**config.mk**
```make
export PLATFORM = sky130hd
export DESIGN_NAME = pipe_ctrl
export DESIGN_NICKNAME = d
export VERILOG_FILES = /design/src/rtl/pipe_ctrl.sv
export SDC_FILE = /design/constraint.sdc
export NUM_CORES = 1
export LEC_CHECK = 0
export BUFFER_PORTS_ARGS = -buffer_cell sky130_fd_sc_hd__buf_2
export CAP_MARGIN = 10
export CORE_ASPECT_RATIO = 1.5
export CORE_MARGIN = 5
export CORE_UTILIZATION = 24
export DETAILED_ROUTE_END_ITERATION = 16
export GPL_TIMING_DRIVEN = 0
export PLACE_DENSITY = 0.48
export SLEW_MARGIN = 30
export SYNTH_ARGS = -nofsm -noshare
export SYNTH_HDL_FRONTEND = slang
export SYNTH_SLANG_ARGS = --single-unit
```
**constraint.sdc**
```tcl
create_clock -name clk -period 2.53 [get_ports clk]
set_clock_uncertainty 0.15 [all_clocks]
set_input_delay 0.253 -clock clk [delete_from_list [all_inputs] [get_ports clk]]
set_output_delay 0.253 -clock clk [all_outputs]
set_load 0.03 [all_outputs]
```
**src/rtl/pipe_ctrl.sv**
```systemverilog
// Pipeline hazard/redirect controller: stalls, flushes and jump redirect
// for pc_reg, if_id and id_ex, with a BUSY watchdog and stall counter.
module pipe_ctrl #(
  parameter int BUSY_TIMEOUT = 64,
  parameter int CNT_W        = 32
) (
  input  logic             clk,
  input  logic             rst,
  input  logic             jump_en_i,
  input  logic [31:0]      jump_addr_i,
  input  logic             ex_busy_i,
  input  logic             ex_is_load_i,
  input  logic             ex_rd_wen_i,
  input  logic [4:0]       ex_rd_addr_i,
  input  logic             id_rs1_ren_i,
  input  logic [4:0]       id_rs1_addr_i,
  input  logic             id_rs2_ren_i,
  input  logic [4:0]       id_rs2_addr_i,
  output logic             pc_jump_en_o,
  output logic [31:0]      pc_jump_addr_o,
  output logic             stall_pc_o,
  output logic             stall_if_id_o,
  output logic             stall_id_ex_o,
  output logic             flush_if_id_o,
  output logic             flush_id_ex_o,
  output logic             err_timeout_o,
  output logic [CNT_W-1:0] stall_cnt_o
);

  localparam int BW = $clog2(BUSY_TIMEOUT) + 1;

  typedef enum logic [1:0] {
    RUN  = 2'd0,
    BUSY = 2'd1
  } state_t;

  state_t        state;
  state_t        state_nxt;
  logic [BW-1:0] busy_cnt;
  logic [BW-1:0] busy_nxt;
  logic          set_err;
  logic          hit;
  logic          rs1_hit;
  logic          rs2_hit;

  assign rs1_hit = id_rs1_ren_i && (id_rs1_addr_i == ex_rd_addr_i);
  assign rs2_hit = id_rs2_ren_i && (id_rs2_addr_i == ex_rd_addr_i);
  assign hit     = ex_is_load_i && ex_rd_wen_i
                && (ex_rd_addr_i != 5'd0)
                && (rs1_hit || rs2_hit);

  always_comb begin
    state_nxt      = state;
    busy_nxt       = busy_cnt;
    set_err        = 1'b0;
    pc_jump_en_o   = 1'b0;
    pc_jump_addr_o = 32'd0;
    stall_pc_o     = 1'b0;
    stall_if_id_o  = 1'b0;
    stall_id_ex_o  = 1'b0;
    flush_if_id_o  = 1'b0;
    flush_id_ex_o  = 1'b0;
    // Held in reset: every control is forced low so nothing leaks out.
    if (rst) begin
      unique case (state)
        RUN: begin
          if (ex_busy_i) begin
            stall_pc_o    = 1'b1;
            stall_if_id_o = 1'b1;
            stall_id_ex_o = 1'b1;
            state_nxt     = BUSY;
            busy_nxt      = BW'(1);
          end else if (jump_en_i) begin
            pc_jump_en_o   = 1'b1;
            pc_jump_addr_o = jump_addr_i;
            flush_if_id_o  = 1'b1;
            flush_id_ex_o  = 1'b1;
          end else if (hit) begin
            stall_pc_o    = 1'b1;
            stall_if_id_o = 1'b1;
            flush_id_ex_o = 1'b1;
          end
        end
        BUSY: begin
          if (!ex_busy_i) begin
            state_nxt = RUN;
            busy_nxt  = '0;
          end else begin
            stall_pc_o    = 1'b1;
            stall_if_id_o = 1'b1;
            stall_id_ex_o = 1'b1;
            if (busy_cnt == BW'(BUSY_TIMEOUT - 1)) begin
              flush_id_ex_o = 1'b1;
              set_err       = 1'b1;
              state_nxt     = RUN;
              busy_nxt      = '0;
            end else begin
              busy_nxt = busy_cnt + BW'(1);
            end
          end
        end
        default: begin
          state_nxt = RUN;
          busy_nxt  = '0;
        end
      endcase
    end
  end

  always_ff @(posedge clk or negedge rst) begin
    if (!rst) begin
      state         <= RUN;
      busy_cnt      <= '0;
      err_timeout_o <= 1'b0;
      stall_cnt_o   <= '0;
    end else begin
      state    <= state_nxt;
      busy_cnt <= busy_nxt;
      if (set_err) begin
        err_timeout_o <= 1'b1;
      end
      if (stall_pc_o && (stall_cnt_o != {CNT_W{1'b1}})) begin
        stall_cnt_o <= stall_cnt_o + CNT_W'(1);
      end
    end
  end

endmodule

```
-- After elaboration in Yosys (flattened, before gate mapping)
Index checks and enable logic that the tools add are counted.
- input bits: 55
- bits in registers: 42
- output and inout port bits: 71
- reduce and logical (&&, ||, !) cells: 12
- muxes and demuxes: 32
- add/sub/neg operators: 2
- equal/unequal tests: 7
- operators with widths (kind ; count):
    $mux W32 ; 4
    $add A32 B1 Y32 const B ; 1
    $ne A32 B32 Y1 const B ; 1
    $mux W7 ; 3
    $mux W1 ; 18
    $pmux W7 S2 ; 1
    $eq A5 B5 Y1 ; 2
    $add A7 B1 Y7 const B ; 1
    $eq A7 B6 Y1 const B ; 1
    $logic_and A1 B1 Y1 ; 6
    $mux W2 ; 3
    $reduce_bool A5 Y1 ; 1
    $pmux W1 S2 ; 2
    $pmux W2 S2 ; 1
    $ne A3 B3 Y1 const B ; 1
    $reduce_and A3 Y1 ; 1
    $eq A2 B1 Y1 const B ; 1
    $logic_not A2 Y1 ; 1
    $ne A2 B2 Y1 const B ; 1
    $reduce_and A2 Y1 ; 1
    $reduce_or A2 Y1 ; 1
    $logic_or A1 B1 Y1 ; 1

-- Depth between registers and ports, before layout
Gate-level depths: netlist (run 1).
- depth after elaboration: 10
- gate-level depth with buffers: 7
- mapped depth without buffers: 7

-- Worst setup path after synthesis (run 1)
No wires, ideal clock.
- kind: input -> output
- start: input port ex_rd_addr_i[1]
- end: output port flush_id_ex_o
- data arrival time: 1.848 ns
- stages on the path: 5
- path slack: 0.279 ns
- buffers on the path: 0
- data required time: 2.127 ns
- cell sequence: xnor2_1 -> nand4_1 -> o22ai_1 -> a21oi_1 -> o41ai_1
- cells in the longest elaborated chain, start to end: 9
- elaborated cells between the ends (all ways): 13
- classes of those cells: eq/ne: 2; mux: 5; reduce/logical: 6
- ends and longest elaborated chain (item ; RTL line ; text):
    start: declaration ; 14 ; input logic [4:0] ex_rd_addr_i,
    $eq A5 B5 Y1 (on tied branches) ; 46, 47 ;
    $logic_and A1 B1 Y1 (on tied branches) ; 46, 47 ;
    $logic_or A1 B1 Y1 ; 50 ; && (rs1_hit || rs2_hit);
    $logic_and A1 B1 Y1 (*) ; 50 ;
    $mux W1 (*) ; 78 ; end else if (hit) begin
    $mux W1 (*) ; 73 ; end else if (jump_en_i) begin
    $mux W1 (*) ; 67 ; if (ex_busy_i) begin
    $pmux W1 S2 (*) ; 65 ; unique case (state)
    $mux W1 (*) ; 64 ; if (rst) begin
    end: declaration ; 25 ; output logic flush_id_ex_o,
Every way passes the cells marked *; elsewhere a longest branch is shown, timed or not.

-- Worst setup path in the final report (run 1)
- start: input port rst
- end: output port stall_pc_o
- cells in the longest elaborated chain, start to end: 1
- ends and longest elaborated chain (item ; RTL line ; text):
    start: declaration ; 8 ; input logic rst,
    $mux W1 ; 64 ;
    end: declaration ; 21 ; output logic stall_pc_o,
No other way between the ends.

==> summary.txt, run 1 <==
Mean Syn Cell Area = 9.208 um^2
synth top area cells = dfrtp_1, xor2_1, and2_1, xnor2_1, nand2_1
Hold Path Depth = 3
routed via count = 2258
Reg2Reg Depth = 6
TritonCTS buffer count = 5
final HPWL from detailed placement = 5707 um
synth warn = 0
Synth-to-Final Area Change = 40.71%
Bufs on Longest Clock Path = 2
die area = 0.01207 mm^2
count of input and output buffers = 125
Post-Route Utilization = 34.63%
PwrDens = 522.0 mW/mm^2
final hold slack = 166.7 ps
largest net degree at the start of global routing = 42
P_int = 1.227 mW
setup_tns = 0 ps
H-tree lvl count = 2
Post-synth EDFFs = 0
row count = 44
switching portion of total power = 29.94%
Clock Latency Late Sink = 280 ps
delay of the slowest critical-path stage = 550 ps
final worst slack = 149.8 ps
per-cell routed wire length = 14.41 um
clock share of power = 36.3%
Fmax = 0.4201 GHz
sequential power share = 43.0%
sinks on the clock net = 41
Tcrit/Tclk final = 94.08%
slowest CP cell = dlygate4sd3_1
Psw = 0.5245 mW
CTS clock-pin slew for the worst setup and hold paths = 60 ps
placed instance count = 499
grt total ovfl = 0
critical path endpoint category = primary output
antenna-violating nets left = 0
post-synth top area share = 43.02%
Worst Path Required = 2130 ps
Hold Path Class = in2reg
Root Buffer = clkbuf_16
number of DRC markers in iteration 0 = 47
Top FF cell, synth = dfrtp_1
Die X = 91.39 um
wire length on met3 = 266 um
post-layout min period = 2380 ps
gr usage total = 11.92%
vias in the first global route = 2297
Yosys cell types = 35
final net count = 449
Metal-1 WL = 3123 um
height of the chip = 132.1 um
Slew HR = 54.25%
count leader, synth = dfrtp_1
Post-CTS Setup Repair Bufs = 0
crit-path max FO = 12
Leak Pwr = 1.825 nW
measured slew at the worst slew-check pin = 679.1 ps
number of setup violations in the final report = 0
Slew Limit Fails = 0
first-pass GRT wire length = 11830 um
Non-Filler Instances = 507
Routed met2 length = 3737 um
mapped cell area = 0.002385 mm^2
io pins = 126
Crit Path Category = in2out
vias per cell = 4.454
Syn Nets = 316
Cell Chain, Critical Path = dlygate4sd3_1 -> buf_6 -> and2_1 -> buf_2 -> a31o_1 -> o21ai_2 -> inv_1 -> buf_4 -> buf_2
max-cap violation count = 0
Logic pwr share = 20.7%
R2R setup slack = 240 ps
Final GP Congestion = 0.7629
maximum vdd drop = 0.0004717 V
RSZ-0062 raised after global routing = false
Top cell by count, worst path = buf_2
Final Hold Viols = 0
Highest Signal Layer = met4
Yosys reg bits = 41
drt pass-1 iters = 4
CTS tree = done
Initial Util = 24.61%
Syn Inst Count = 259
post-synth top area cell = dfrtp_1
Seq/Total Area, Yosys = 43.02%
ratio of cells with drive above 1 in the final layout = 37.50%
Arrival @ worst endpoint = 1980 ps
DRC Markers = 0
ant diodes = 0
outcome = finished clean
top cells by count, synth = dfrtp_1, and2_1, xor2_1
Synth async-reset ratio = 100.0%
Setup WS pre-CTS = -477.2 ps
core footprint = 0.009689 mm^2
initial antenna violation count = 0
DRT Wirelength = 7304 um
startpoint type of the worst setup path = primary input
-- power by group through the flow --
stage,combinational (mW),clock [mW],sequential (mW)
2_1_floorplan,0.150,0,0.822
3_3_place_gp,0.351,0,0.764
3_5_place_dp,0.353,0,0.766
4_1_cts,0.366,0.657,0.753
5_1_grt,0.396,0.680,0.763
6_report,0.362,0.636,0.754
-- state kept, by name, indices dropped and copies added (netlist names) --
signal	flops
busy_cnt	7
err_timeout_o	1
stall_cnt_o	32
state	1
-- final timing paths --
check	start	end
max	rst	stall_pc_o
min	ex_busy_i	busy_cnt[1]$_DFFE_PN0P_
max reg2reg	stall_cnt_o[4]$_DFFE_PN0P_	stall_cnt_o[1]$_DFFE_PN0P_
min reg2reg	err_timeout_o$_DFFE_PN0P_	err_timeout_o$_DFFE_PN0P_
max in group asynchronous	rst	stall_cnt_o[5]$_DFFE_PN0P_
min in group asynchronous	rst	stall_cnt_o[22]$_DFFE_PN0P_
-- cells in the final DEF (no fill, tap or decap), drive strengths merged, types with 3 or more instances in the layout --
cell type / synthesis / routed
and2: 33 / 33
o21ai: 5 / 5
clkbuf: 5 / 11
nand3: 14 / 14
inv: 10 / 10
nor3: 14 / 14
nand2: 22 / 22
dfrtp: 41 / 41
nor2: 18 / 18
and3: 3 / 3
nor4: 11 / 11
buf: 6 / 132
xor2: 24 / 24
xnor2: 19 / 19
nand4: 11 / 11
-- critical path, delay by kind of cell --
family / cells / cell delay [ps]
buffers and inverters: 6 / 1230
AND/OR/NAND/NOR: 1 / 160
AO/OA/AOI/OAI: 2 / 320
-- layer usage --
metal / vias up / GRT usage, %
met5: - / 0
met1: 1052 / 15.11
met3: 12 / 1.942
met2: 53 / 19.96
met4: 0 / 4.731
li1: 1141 / -
-- what timing repair did --
action | 4_1_cts | 5_1_grt
hold buffers | 2 | 0
gates resized for setup | 3 | 8
hold endpoints to repair | 41 | 0
endpoints found under the setup margin | 34 | 22
pin swaps | 0 | 0
-- area by class of cell --
type / instances / area [um^2]
fillers: 1005 / 6334
multi-input cells: 197 / 1264
flip-flops and latches: 41 / 1026
repair buffers: 127 / 669.4
well taps: 115 / 143.9
clock buffers: 7 / 142.6
plain buffers: 10 / 72.57
inverters: 10 / 37.54
-- stage by stage --
step | power [mW] | cell area (um^2)
floorplan | 0.9727 | 2385
global placement | 1.115 | 3154
detailed placement | 1.119 | 3157
CTS | 1.776 | 3348
global route | 1.838 | 3356
finish | 1.752 | 3356
-- logic make-up (layout without fill, tap and decap cells) --
group	count (synthesis)	in the layout	share of synthesized area [%]
fa+ha+maj	2	2	1.049
compound gates	15	15	4.460
buf+inv	21	154	4.617
simple gates	134	134	29.70
xor+xnor	43	43	15.79
mux	3	3	1.364
flops	41	41	43.02
(Power assumes the default switching activity.)
==> inputs of run 2 (changes only) <==
clock period = 2.4 ns   (was 2.53 ns; I/O delays follow)
==> summary.txt, run 2 (synthesized netlist as in run 1, its figures left out) <==
outcome = finished clean
delay of the slowest critical-path stage = 370 ps (-180 ps)
DRC Markers = 0 (unchanged)
Logic pwr share = 20.8% (about the same)
number of setup violations in the final report = 0 (unchanged)
Non-Filler Instances = 510 (+0.59%)
DRT Wirelength = 7340 um (+0.49%)
Routed met2 length = 3778 um (+1.1%)
max reg flops = 32 (unchanged)
core footprint = 0.009689 mm^2 (unchanged)
post-layout min period = 2270 ps
Arrival @ worst endpoint = 1880 ps (-100 ps)
Fmax = 0.4405 GHz
TritonCTS buffer count = 5 (unchanged)
Top cell by count, worst path = buf_2
CTS clock-pin slew for the worst setup and hold paths = 60 ps (about the same)
Cell Chain, Critical Path = buf_2 -> or3_1 -> o311a_1 -> a31o_1 -> o21ai_0 -> inv_1 -> buf_4 -> buf_2
final HPWL from detailed placement = 5707 um (unchanged)
H-tree lvl count = 2 (unchanged)
startpoint type of the worst setup path = primary input
critical path endpoint category = primary output
ratio of cells with drive above 1 in the final layout = 37.97% (+0.47 points)
P_int = 1.296 mW (+5.6%)
Most flops, register = stall_cnt_o
row count = 44 (unchanged)
count of input and output buffers = 125 (unchanged)
PwrDens = 544.5 mW/mm^2 (+4.3%)
Final GP Congestion = 0.7629 (unchanged)
grt total ovfl = 0 (unchanged)
total power = 1.846 mW (+5.4%)
gr usage total = 11.99% (+0.070 points)
Worst Path Required = 2010 ps (-120 ps)
Clock Latency Late Sink = 280 ps (about the same)
Hold Path Class = in2reg
wire length on met3 = 293 um (+10%)
final net count = 452 (+0.67%)
slowest CP cell = or3_1
Crit Path Category = in2out
Root Buffer = clkbuf_16
Synth-to-Final Area Change = 42.18%
Bufs on Longest Clock Path = 2 (unchanged)
clock share of power = 36.2% (about the same)
Slew HR = 53.51% (-0.74 points)
vias in the first global route = 2307 (+0.44%)
sinks on the clock net = 41 (unchanged)
Initial Util = 24.61% (unchanged)
Tcrit/Tclk final = 94.60%
max-cap violation count = 0 (unchanged)
commonest non-fill, non-tap cell in the layout = buf_2
fillers = 1017 (+1.2%)
Die X = 91.39 um (unchanged)
measured slew at the worst slew-check pin = 690.1 ps (+10.94 ps)
RSZ-0062 raised after global routing = false
number of DRC markers in iteration 0 = 56 (+19%)
ant diodes = 0 (unchanged)
drt pass-1 iters = 4 (unchanged)
io pins = 126 (unchanged)
Leak Pwr = 1.837 nW (+0.66%)
routed via count = 2269 (+0.49%)
placed instance count = 499 (unchanged)
Post-Route Utilization = 34.99% (+0.36 points)
antenna-violating nets left = 0 (unchanged)
Highest Signal Layer = met4
Setup WS pre-CTS = -581.2 ps (-104.0 ps)
Final Hold Viols = 0 (unchanged)
die area = 0.01207 mm^2 (unchanged)
final worst slack = 129.6 ps (-20.20 ps)
CTS tree = done
initial antenna violation count = 0 (unchanged)
height of the chip = 132.1 um (unchanged)
Slew Limit Fails = 0 (unchanged)
largest net degree at the start of global routing = 42 (unchanged)
first-pass GRT wire length = 11880 um (+0.47%)
switching portion of total power = 29.82% (-0.12 points)
Largest regs = stall_cnt_o x32, busy_cnt x7
crit-path max FO = 3 (-9)
per-cell routed wire length = 14.39 um (about the same)
Sequential Area = 0.001026 mm^2 (unchanged)
maximum vdd drop = 0.0004973 V (+5.4%)
Metal-1 WL = 3089 um (-1.1%)
sequential power share = 43.0% (about the same)
multi-input logic area = 0.001276 mm^2 (+0.99%)
vias per cell = 4.449 (-0.10%)
Psw = 0.5505 mW (+5.0%)
commonest cells after routing, fill and taps aside = buf_2, dfrtp_1, and2_1
==> run 2: layout make-up <==
type,instances,area share [%]
Buffer,11,2.251
Clock buffer,7,4.207
Inverter,10,1.107
Multi-Input combinational cell,197,37.64
Sequential cell,41,30.26
Tap cell,115,4.244
Timing Repair Buffer,129,20.30
==> run 2: metrics by stage <==
stage                     TNS (ps)  area [um^2]  hold slack (ps)
after floorplan                  0         2385           -205.6
after global placement      -38210         3154            308.5
after detailed placement    -18220         3157            132.0
after CTS                        0         3358            148.5
after global routing             0         3391            175.5
final                            0         3391            152.2
==> run 2: what timing repair did <==
action	in CTS	in global routing
setup buffers	0	2
hold buffers	2	0
cloned	0	0
pin swaps	0	2
endpoints found under the hold margin	41	0
gates resized for setup	6	5
endpoints found under the setup margin	34	36
==> run 2: path summary, 6_finish.rpt <==
kind                                                   from                     endpoint  slack, ps  depth (start not counted)
worst max-delay path                        ex_rd_addr_i[1]                   stall_pc_o        130                          8
worst min-delay path                              ex_busy_i      busy_cnt[1]$_DFFE_PN0P_        150                          3
worst max register to register  stall_cnt_o[19]$_DFFE_PN0P_   stall_cnt_o[1]$_DFFE_PN0P_        170                          6
worst min register to register    err_timeout_o$_DFFE_PN0P_    err_timeout_o$_DFFE_PN0P_        320                          1
max in group asynchronous                               rst      busy_cnt[4]$_DFFE_PN0P_       1480                          3
min in group asynchronous                               rst  stall_cnt_o[12]$_DFFE_PN0P_        430                          3
==> run 2: critical path: cells and delay by family <==
| kind | cells | cell delay (ps) |
|---|---|---|
| compound gates | 3 | 750 |
| simple gates | 1 | 370 |
| buf+inv | 4 | 520 |
==> run 2: power groups by stage <==
stage	Sequential, mW	Combinational, mW	Clock [mW]
2_1_floorplan	0.867	0.158	0
3_3_place_gp	0.805	0.370	0
3_5_place_dp	0.807	0.372	0
4_1_cts	0.794	0.387	0.692
5_1_grt	0.804	0.420	0.717
6_report	0.795	0.384	0.668
==> run 2: per-layer routing <==
layer  global-route usage, %  up-vias
met5                       0        -
met4                   4.731        0
li1                        -     1147
met1                   15.11     1053
met3                   1.942       12
met2                   20.20       57
